`src/rtl/dmem_mmio_bridge_pkg.sv`:
```
`default_nettype none
// ============================================================================
// Module      : dmem_mmio_pkg
// Description : Shared decode constants and enums for the data-memory / MMIO
//               bridge and its UART transmitter.
// Revision    : 1.0 - initial release
// ============================================================================
package dmem_mmio_pkg;

    localparam logic [3:0] DMEM_BASE = 4'h0;
    localparam logic [3:0] MMIO_BASE = 4'h1;

    localparam logic [1:0] OFF_LED    = 2'd0;
    localparam logic [1:0] OFF_CYCLE  = 2'd1;
    localparam logic [1:0] OFF_TXDATA = 2'd2;
    localparam logic [1:0] OFF_STATUS = 2'd3;

    typedef enum logic [1:0] {
        SEL_DMEM     = 2'd0,
        SEL_MMIO     = 2'd1,
        SEL_UNMAPPED = 2'd2
    } sel_e;

    typedef enum logic [1:0] {
        TX_IDLE  = 2'd0,
        TX_START = 2'd1,
        TX_DATA  = 2'd2,
        TX_STOP  = 2'd3
    } tx_state_e;

endpackage
`default_nettype wire

```
`src/rtl/dmem_mmio_bridge_uart_tx.sv`:
```
`default_nettype none
// ============================================================================
// Module      : mmio_uart_tx
// Description : Byte FIFO feeding an 8N1 UART serializer.
// Revision    : 1.0 - initial release
// ============================================================================
module mmio_uart_tx
    import dmem_mmio_pkg::*;
#(
    parameter int CLKS_PER_BIT = 868,
    parameter int DEPTH        = 4
) (
    input  logic       clk,
    input  logic       reset,
    input  logic       push_i,
    input  logic [7:0] push_data_i,
    output logic       full_o,
    output logic       empty_o,
    output logic       busy_o,
    output logic       tx_o
);

    localparam int PW = $clog2(DEPTH);
    localparam int CW = PW + 1;
    localparam int BW = $clog2(CLKS_PER_BIT);
    localparam logic [CW-1:0] FULL_CNT = CW'(DEPTH);
    localparam logic [BW-1:0] LAST_CNT = BW'(CLKS_PER_BIT - 1);

    logic [7:0]    mem_q [DEPTH];
    logic [PW-1:0] wr_ptr_q, rd_ptr_q;
    logic [CW-1:0] count_q, count_d;

    tx_state_e     state_q, state_d;
    logic [BW-1:0] bit_cnt_q, bit_cnt_d;
    logic [2:0]    bit_idx_q, bit_idx_d;
    logic [7:0]    shift_q, shift_d;

    logic w_pop, w_push_ok, w_bit_end;

    assign empty_o   = (count_q == '0);
    assign full_o    = (count_q == FULL_CNT);
    assign busy_o    = (state_q != TX_IDLE);
    assign w_pop     = (state_q == TX_IDLE) && !empty_o;
    // A pop in the same cycle frees a slot, so a push into a full FIFO still lands.
    assign w_push_ok = push_i && (!full_o || w_pop);
    assign w_bit_end = (bit_cnt_q == LAST_CNT);

    always_comb begin
        count_d = count_q;
        case ({w_push_ok, w_pop})
            2'b10:   count_d = count_q + CW'(1);
            2'b01:   count_d = count_q - CW'(1);
            default: count_d = count_q;
        endcase
    end

    always_ff @(posedge clk) begin
        if (w_push_ok) begin
            mem_q[wr_ptr_q] <= push_data_i;
        end
    end

    always_ff @(posedge clk or posedge reset) begin
        if (reset) begin
            wr_ptr_q <= '0;
            rd_ptr_q <= '0;
            count_q  <= '0;
        end else begin
            if (w_push_ok) wr_ptr_q <= wr_ptr_q + PW'(1);
            if (w_pop)     rd_ptr_q <= rd_ptr_q + PW'(1);
            count_q <= count_d;
        end
    end

    always_ff @(posedge clk or posedge reset) begin
        if (reset) begin
            state_q   <= TX_IDLE;
            bit_cnt_q <= '0;
            bit_idx_q <= '0;
            shift_q   <= '0;
        end else begin
            state_q   <= state_d;
            bit_cnt_q <= bit_cnt_d;
            bit_idx_q <= bit_idx_d;
            shift_q   <= shift_d;
        end
    end

    always_comb begin
        state_d   = state_q;
        bit_cnt_d = w_bit_end ? '0 : bit_cnt_q + BW'(1);
        bit_idx_d = bit_idx_q;
        shift_d   = shift_q;
        case (state_q)
            TX_IDLE: begin
                bit_cnt_d = '0;
                if (w_pop) begin
                    state_d   = TX_START;
                    shift_d   = mem_q[rd_ptr_q];
                    bit_idx_d = '0;
                end
            end
            TX_START: if (w_bit_end) state_d = TX_DATA;
            TX_DATA: begin
                if (w_bit_end) begin
                    shift_d   = {1'b0, shift_q[7:1]};
                    bit_idx_d = bit_idx_q + 3'd1;
                    if (bit_idx_q == 3'd7) state_d = TX_STOP;
                end
            end
            TX_STOP: if (w_bit_end) state_d = TX_IDLE;
            default: state_d = TX_IDLE;
        endcase
    end

    always_comb begin
        tx_o = 1'b1;
        case (state_q)
            TX_START: tx_o = 1'b0;
            TX_DATA:  tx_o = shift_q[0];
            default:  tx_o = 1'b1;
        endcase
    end

endmodule
`default_nettype wire

```
`src/rtl/dmem_mmio_bridge.sv`:
```
`default_nettype none
// ============================================================================
// Module      : dmem_mmio_bridge
// Description : Decodes core memory-stage accesses to data BRAM or MMIO
//               (LED, cycle counter, UART TX) with 1-cycle read latency.
// Revision    : 1.0 - initial release
// ============================================================================
module dmem_mmio_bridge
    import dmem_mmio_pkg::*;
#(
    parameter int DMEM_AW       = 10,
    parameter int CLKS_PER_BIT  = 868,
    parameter int TX_FIFO_DEPTH = 4
) (
    input  logic               clk,
    input  logic               reset,
    input  logic [31:0]        m_addr,
    input  logic               m_we,
    input  logic [31:0]        m_wdata,
    output logic [31:0]        m_rdata,
    output logic [DMEM_AW-1:0] bram_addr,
    output logic               bram_we,
    output logic [31:0]        bram_wdata,
    input  logic [31:0]        bram_rdata,
    output logic [7:0]         led,
    output logic               uart_tx
);

    sel_e        w_sel, sel_q;
    logic [1:0]  w_off;
    logic [7:0]  led_q, led_d;
    logic [31:0] cycle_q, cycle_d;
    logic        tx_ovf_q, tx_ovf_d, bus_err_q, bus_err_d;
    logic [31:0] mmio_rdata_q, mmio_rdata_d;
    logic        w_mmio_we, w_tx_push, w_tx_pop, w_stat_clr;
    logic        w_full, w_empty, w_busy;
    logic [31:0] w_status;
    logic        w_unused;

    always_comb begin
        w_sel = SEL_UNMAPPED;
        if (m_addr[31:28] == DMEM_BASE)      w_sel = SEL_DMEM;
        else if (m_addr[31:28] == MMIO_BASE) w_sel = SEL_MMIO;
    end

    assign w_off      = m_addr[3:2];
    assign w_unused   = ^{m_addr[1:0], m_addr[27:DMEM_AW+2]};
    assign bram_addr  = m_addr[DMEM_AW+1:2];
    assign bram_we    = m_we && (w_sel == SEL_DMEM);
    assign bram_wdata = m_wdata;

    assign w_mmio_we  = m_we && (w_sel == SEL_MMIO);
    assign w_tx_push  = w_mmio_we && (w_off == OFF_TXDATA);
    assign w_stat_clr = w_mmio_we && (w_off == OFF_STATUS);
    // Mirrors the transmitter's pop condition so overflow is flagged only for truly dropped bytes.
    assign w_tx_pop   = !w_busy && !w_empty;
    assign w_status   = {27'b0, bus_err_q, tx_ovf_q, w_empty, w_full, w_busy};
    assign cycle_d    = cycle_q + 32'd1;

    always_comb begin
        led_d     = led_q;
        tx_ovf_d  = tx_ovf_q;
        bus_err_d = bus_err_q;
        if (w_mmio_we && (w_off == OFF_LED)) led_d = m_wdata[7:0];
        if (w_stat_clr) begin
            tx_ovf_d  = 1'b0;
            bus_err_d = 1'b0;
        end
        if (w_tx_push && w_full && !w_tx_pop)  tx_ovf_d  = 1'b1;
        if (m_we && (w_sel == SEL_UNMAPPED))   bus_err_d = 1'b1;
    end

    always_comb begin
        mmio_rdata_d = '0;
        if (w_sel == SEL_MMIO) begin
            case (w_off)
                OFF_LED:    mmio_rdata_d = {24'b0, led_q};
                OFF_CYCLE:  mmio_rdata_d = cycle_q;
                OFF_STATUS: mmio_rdata_d = w_status;
                default:    mmio_rdata_d = '0;
            endcase
        end
    end

    always_ff @(posedge clk or posedge reset) begin
        if (reset) begin
            led_q        <= '0;
            cycle_q      <= '0;
            tx_ovf_q     <= 1'b0;
            bus_err_q    <= 1'b0;
            sel_q        <= SEL_MMIO;
            mmio_rdata_q <= '0;
        end else begin
            led_q        <= led_d;
            cycle_q      <= cycle_d;
            tx_ovf_q     <= tx_ovf_d;
            bus_err_q    <= bus_err_d;
            sel_q        <= w_sel;
            mmio_rdata_q <= mmio_rdata_d;
        end
    end

    assign m_rdata = (sel_q == SEL_DMEM) ? bram_rdata : mmio_rdata_q;
    assign led     = led_q;

    mmio_uart_tx #(
        .CLKS_PER_BIT (CLKS_PER_BIT),
        .DEPTH        (TX_FIFO_DEPTH)
    ) u_uart_tx (
        .clk         (clk),
        .reset       (reset),
        .push_i      (w_tx_push),
        .push_data_i (m_wdata[7:0]),
        .full_o      (w_full),
        .empty_o     (w_empty),
        .busy_o      (w_busy),
        .tx_o        (uart_tx)
    );

endmodule
`default_nettype wire

```
`config.mk`:
```
export PLATFORM = sky130hd
export DESIGN_NAME = dmem_mmio_bridge
export DESIGN_NICKNAME = d
export VERILOG_FILES = /design/src/rtl/dmem_mmio_bridge_pkg.sv /design/src/rtl/dmem_mmio_bridge_uart_tx.sv /design/src/rtl/dmem_mmio_bridge.sv
export SDC_FILE = /design/constraint.sdc
export NUM_CORES = 1
export LEC_CHECK = 0
export BUFFER_PORTS_ARGS = -buffer_cell sky130_fd_sc_hd__clkbuf_2
export CORE_ASPECT_RATIO = 1.25
export CORE_MARGIN = 3
export CORE_UTILIZATION = 52
export DETAILED_ROUTE_END_ITERATION = 12
export GPL_TIMING_DRIVEN = 1
export HOLD_SLACK_MARGIN = 0.02
export PLACE_DENSITY = 0.87
export SYNTH_ARGS = -nofsm -noshare
export SYNTH_HDL_FRONTEND = slang
export SYNTH_SLANG_ARGS = --single-unit
```
`constraint.sdc`:
```
create_clock -name clk -period 4.7 [get_ports clk]
set_input_delay 0.47 -clock clk [delete_from_list [all_inputs] [get_ports clk]]
set_output_delay 0.47 -clock clk [all_outputs]
set_load 0.005 [all_outputs]
```
* Yosys cells after proc, flatten, opt, wreduce, memory -nomap -nowiden
Memory sizes are Yosys's and may differ from the RTL's.
Index checks and enable logic that the tools add are counted.
** Operators by class
- Add/subtract/negate cells :: 7
- Equality and inequality tests :: 19
- Muxes and demuxes :: 26
- Reduce and logical (&&, ||, !) cells :: 29
** Operator list (count)
- 32-bit one-hot mux with 3 select lines :: 1
- 32-bit two-way mux :: 2
- 32-bit by 1-bit adder with 32-bit output, second input constant :: 1
- 10-bit two-way mux :: 2
- 8-bit two-way mux :: 2
- 8-bit one-hot mux with 2 select lines :: 1
- 2-bit two-way mux :: 7
- 2-bit equality test, second input constant :: 6
- 3-bit one-hot mux with 2 select lines :: 2
- 1-bit logical AND :: 11
- 10-bit by 1-bit adder with 10-bit output, second input constant :: 1
- 10-bit equality test, second input constant :: 1
- 2-bit by 1-bit inequality test with 1-bit output, second input constant :: 5
- 2-bit nonzero test :: 5
- 2-bit by 1-bit equality test with 1-bit output, second input constant :: 4
- 2-bit logical NOT :: 4
- 2-bit one-hot mux with 4 select lines :: 1
- 3-bit by 1-bit adder with 3-bit output, second input constant :: 2
- 3-bit equality test, second input constant :: 2
- 3-bit two-way mux :: 2
- 1-bit two-way mux :: 5
- 5-bit AND reduction :: 1
- 2-bit by 1-bit adder with 2-bit output, second input constant :: 2
- 4-bit by 1-bit equality test with 1-bit output, second input constant :: 1
- 7 further kinds :: 10
** Storage, ports and cells
- Register bits :: 106
- Bits in writable memories :: 32
- Input bits :: 99
- Output and inout bits :: 84
- Logic and storage cells :: 95
- Memories :: 1
** Memory list
- u_uart_tx.mem_q :: words 4, bits a word 8, read ports 1, clocked after Yosys merged registers in 0, write ports 1, line dmem_mmio_bridge_uart_tx.sv:29 : logic [7:0] mem_q [DEPTH];

* Depth between registers and ports, before layout
- Depth in word-level cells :: 9
- Gate-level depth with buffers :: 9
- Depth with buffers taken out :: 8

* By module
From an unflattened synthesis, not the netlist that was laid out.
** Second synthesis, totals
- Cells, all modules :: 544
- Area total of the unflattened synthesis :: 6718.9 µm²
** By module, submodules not included
- dmem_mmio_bridge :: instances 1, cells an instance 331, area each 3778.6 µm², seq. area each 1903.1 µm²
- mmio_uart_tx :: instances 1, cells an instance 213, area each 2940.3 µm², seq. area each 1711.6 µm²

* Least setup slack after synthesis
No wires, ideal clock.
- Path kind :: register to register
- From :: register u_uart_tx.state_q[0]
- To :: register u_uart_tx.count_q[2]
- Library setup time :: 80 ps
- Data arrival time :: 2016 ps
- Required time :: 4620 ps
- Path slack :: 2604 ps
- Cell stages (with the launch flop) :: 10
- Buffers on the path :: 1
- Period minus slack after synthesis :: 2096 ps
- Path through :: dfrtp_1 -> inv_1 -> ha_1 -> clkbuf_1 -> o31a_1 -> o31ai_1 -> fa_1 -> o311a_1 -> a31oi_1 -> xnor2_1
** On the way
- Word-level cells in the longest chain between the ends :: 6
- Elaborated cells on any way between the ends :: 8
- Those cells by class :: 2 x eq/ne; 1 x mux; 5 x reduce/logical
** Ends and longest elaborated chain
- start, declared :: line dmem_mmio_bridge_uart_tx.sv:33 : tx_state_e state_q, state_d;
- start signal, assigned :: line dmem_mmio_bridge_uart_tx.sv:82 : state_q <= state_d;
- 2-bit logical NOT * :: line dmem_mmio_bridge_uart_tx.sv:43 : assign w_pop = (state_q == TX_IDLE) && !empty_o;
- 1-bit logical AND * :: line dmem_mmio_bridge_uart_tx.sv:43
- 1-bit logical OR :: line dmem_mmio_bridge_uart_tx.sv:45 : assign w_push_ok = push_i && (!full_o || w_pop);
- 1-bit logical AND :: line dmem_mmio_bridge_uart_tx.sv:45
- 2-bit by 1-bit equality test with 1-bit output / 2-bit equality test (equally long branches) :: line dmem_mmio_bridge_uart_tx.sv:50 : case ({w_push_ok, w_pop})
- 3-bit one-hot mux with 2 select lines / 2-bit nonzero test (equally long branches)
- end signal, assigned :: line dmem_mmio_bridge_uart_tx.sv:71 : count_q <= count_d;
- end, declared :: line dmem_mmio_bridge_uart_tx.sv:31 : logic [CW-1:0] count_q, count_d;
Every way passes the cells marked *; elsewhere a longest branch is shown, timed or not.
A chain may end at the register's enable or synchronous reset.

* Worst setup path after layout
- From :: register sel_q[1]
- To :: output m_rdata[3]
** On the way
- Word-level cells in the longest chain between the ends :: 2
** Ends and longest elaborated chain
- start, declared :: line dmem_mmio_bridge.sv:29 : sel_e w_sel, sel_q;
- start signal, assigned :: line dmem_mmio_bridge.sv:98 : sel_q <= w_sel;
- 2-bit logical NOT :: line dmem_mmio_bridge.sv:103 : assign m_rdata = (sel_q == SEL_DMEM) ? bram_rdata : mmio_rdata_q;
- 32-bit two-way mux :: line dmem_mmio_bridge.sv:103
- end, declared :: line dmem_mmio_bridge.sv:20 : output logic [31:0] m_rdata,
Every way passes these cells.

==> results.cfg <==
[drt]
drtAntennaViolNets = 0
num_vias = 4332
drt_iter0_drc = 289
routedWlPerCell_um = 18.93
totalWireLength_mm = 14.42
drc_errors = 0
routed_via_density = 5.685
firstDrtPassIters = 5

[sta]
slew_violations = 0
worst_pin_slew_ns = 1.028
hold_ws_ns = 0.1052
slew_headroom_pct = 31.26
fin_setup_tns_ns = 0
fin_crit_sh_pct = 53.37
hold_viol_final = 0
setup_slack_ns = 2.192
finalClockSkew_ns = 0.009039
period_needed_ns = 2.508
fmax_mhz = 398.7
rsz0062_at_grt = false
setup_viol = 0

[clocking]
cts_setup_buffers = 0
htree_levels = 4
clkSinkCount = 138
hold_buffers = 0
cts.reportedPaths.clkPinSlew_ns = 0.06
cts_tree = built
cts_resized = 0
numCtsBuffers = 17
cts_root_buffer = clkbuf_16
clk_path_buf_depth = 2
insertion_delay_ns = 0.42

[logic_synthesis]
synth_flop_cell = dfrtp_1
synth_cells = 525
synth.net_count = 638
synth.distinct_cells = 54
postSynthAreaPerCell_um2 = 12.60
synthArstFlopShare_pct = 76.81
yosysSeqAreaShare_pct = 54.62
synth_edf_count = 32
ys_warn_count = 0
synth_area_um2 = 6618
ys_seq_elements = 138

[place]
globalplace.congestion = 0.8676
post_dp_cell_area_um2 = 6962
place_hpwl_mm = 9.724
dp_slack_ns = 2.290
numPortBuffers = 100

[finish]
layout.nets = 698
area_growth_pct = 14.03
antennaDiodeCount = 0
layout-drive-gt1-share_pct = 34.28
final_cell_area_um2 = 7546

[die]
dieArea_um2 = 14120
die_y_um = 132.1
core_area_um2 = 12270
num_io_pins = 183
die_w_um = 106.9
initial_core_util_pct = 53.91
num_rows = 45

[pwr]
leakage_uw = 0.003509
peakVddDrop_mv = 0.2113
p_per_area_nw_per_um2 = 361.8

[min_path]
hold_path.class = in -> async

[critical_path]
startpoint_type = flop
cp_max_fo = 27
end_kind = output pin
critPathKind = reg -> out
rr_startpoint = u_uart_tx.state_q[0]
cp.arrival_ns = 2.04
crit_required_ns = 4.23
cp-startpoint = sel_q[1]

[global_route]
grt_pass1_vias = 4719
track_usage_pct = 21.48
antenna_found_initial = 0
grt_max_degree = 61
grt_pass1_wl_mm = 23.63
overflow = 0

[flow_run]
cap_violations = 0

[status]
status = finished, final reports clean
==> state kept, by name, indices dropped and copies added, names as in the netlist, 3 cells and up <==
signal and flops:
u_uart_tx.count_q 3, u_uart_tx.mem_q 32, mmio_rdata_q 32, u_uart_tx.shift_q 8, u_uart_tx.bit_cnt_q 10, cycle_q 32
led 8, u_uart_tx.bit_idx_q 3
==> synthesized netlist by cell type, types with 5 or more instances <==
library cell | instances | share of area (%)
nor3_1 | 7 | 0.53
ha_1 | 13 | 2.5
nand4_1 | 12 | 1.1
and4_1 | 6 | 0.79
mux2_1 | 13 | 2.2
nand3_1 | 21 | 1.6
and3_1 | 28 | 2.6
edfxtp_1 | 32 | 15
dfrtp_1 | 105 | 40
xnor2_1 | 28 | 3.7
buf_4 | 42 | 4.8
nand2_1 | 23 | 1.3
and2_1 | 8 | 0.76
inv_1 | 14 | 0.79
nor2_1 | 26 | 1.5
mux2i_1 | 5 | 0.76
mux2_2 | 46 | 7.8
xor2_1 | 15 | 2.0
mux4_2 | 8 | 2.7
clkbuf_1 | 13 | 0.74
==> power by group <==
group | switching, uW | internal (uW) | total (uW)
clock network | 534 | 769 | 1300
registers | 25.8 | 1250 | 1270
logic | 89.2 | 64.7 | 154
total | 649 | 2080 | 2730
==> logic make-up after synthesis <==
| family | synth area share (%) |
|---|---|
| AOI/OAI and AO/OA | 2.515 |
| xor gates and xnor gates | 5.691 |
| adders and majority gates | 2.761 |
| buffers and inverters | 6.825 |
| DFF | 54.62 |
| muxes | 13.52 |
| and+or+nand+nor | 14.07 |
==> worst max-delay path, cell delays in order (launching register included) <==
cell      delay, ns
dfrtp_1        0.37
nor2_2         0.30
buf_4          0.41
mux2_2         0.41
clkbuf_2       0.12
==> placed cells by master (no fill, tap or decap), drive strengths merged, types with 11 or more instances in the layout <==
cell type	instances
nor3	11
dfrtp	105
clkbuf	118
and3	28
xnor2	28
edfxtp	32
ha	13
inv	21
mux2	59
xor2	15
nand2	23
nand3	21
nand4	12
nor2	26
==> per-stage QoR <==
stage	cells	total power (uW)	util (%)
6_report	762	2730	61.48
5_1_grt	762	2817	61.48
4_1_cts	762	2742	61.48
3_5_place_dp	730	1444	56.72
3_3_place_gp	730	1430	56.72
2_1_floorplan	525	1392	-
==> per-layer routing <==
metal	wire length [um]	track usage [%]	share of wire [%]
met1	5174	23.29	36
met2	7960	38.38	55
met3	809	6.614	5.6
met4	476	9.168	3.3
met5	0	0	0
==> path summary, 6_finish.rpt <==
kind / to / slack (ns) / cells after the start
max: m_rdata[3] / 2.19 / 4
min: mmio_rdata_q[13] / 0.11 / 2
max reg2reg: u_uart_tx.count_q[2] / 2.22 / 8
min reg2reg: u_uart_tx.shift_q[0] / 0.50 / 1
max in group asynchronous: led[3] / 3.40 / 3
min in group clk: u_uart_tx.mem_q[3][1] / 0.32 / 1
==> area by class of cell <==
class	count	area (um2)
tap	164	205.2
fill	924	4728
multi-input combinational	310	2560
inverter	15	58.81
clock buffer	18	450.4
sequential	138	3615
clock inverter	14	133.9
timing repair buffer	103	523.0
No activity file was read; power rests on OpenSTA's default activity.
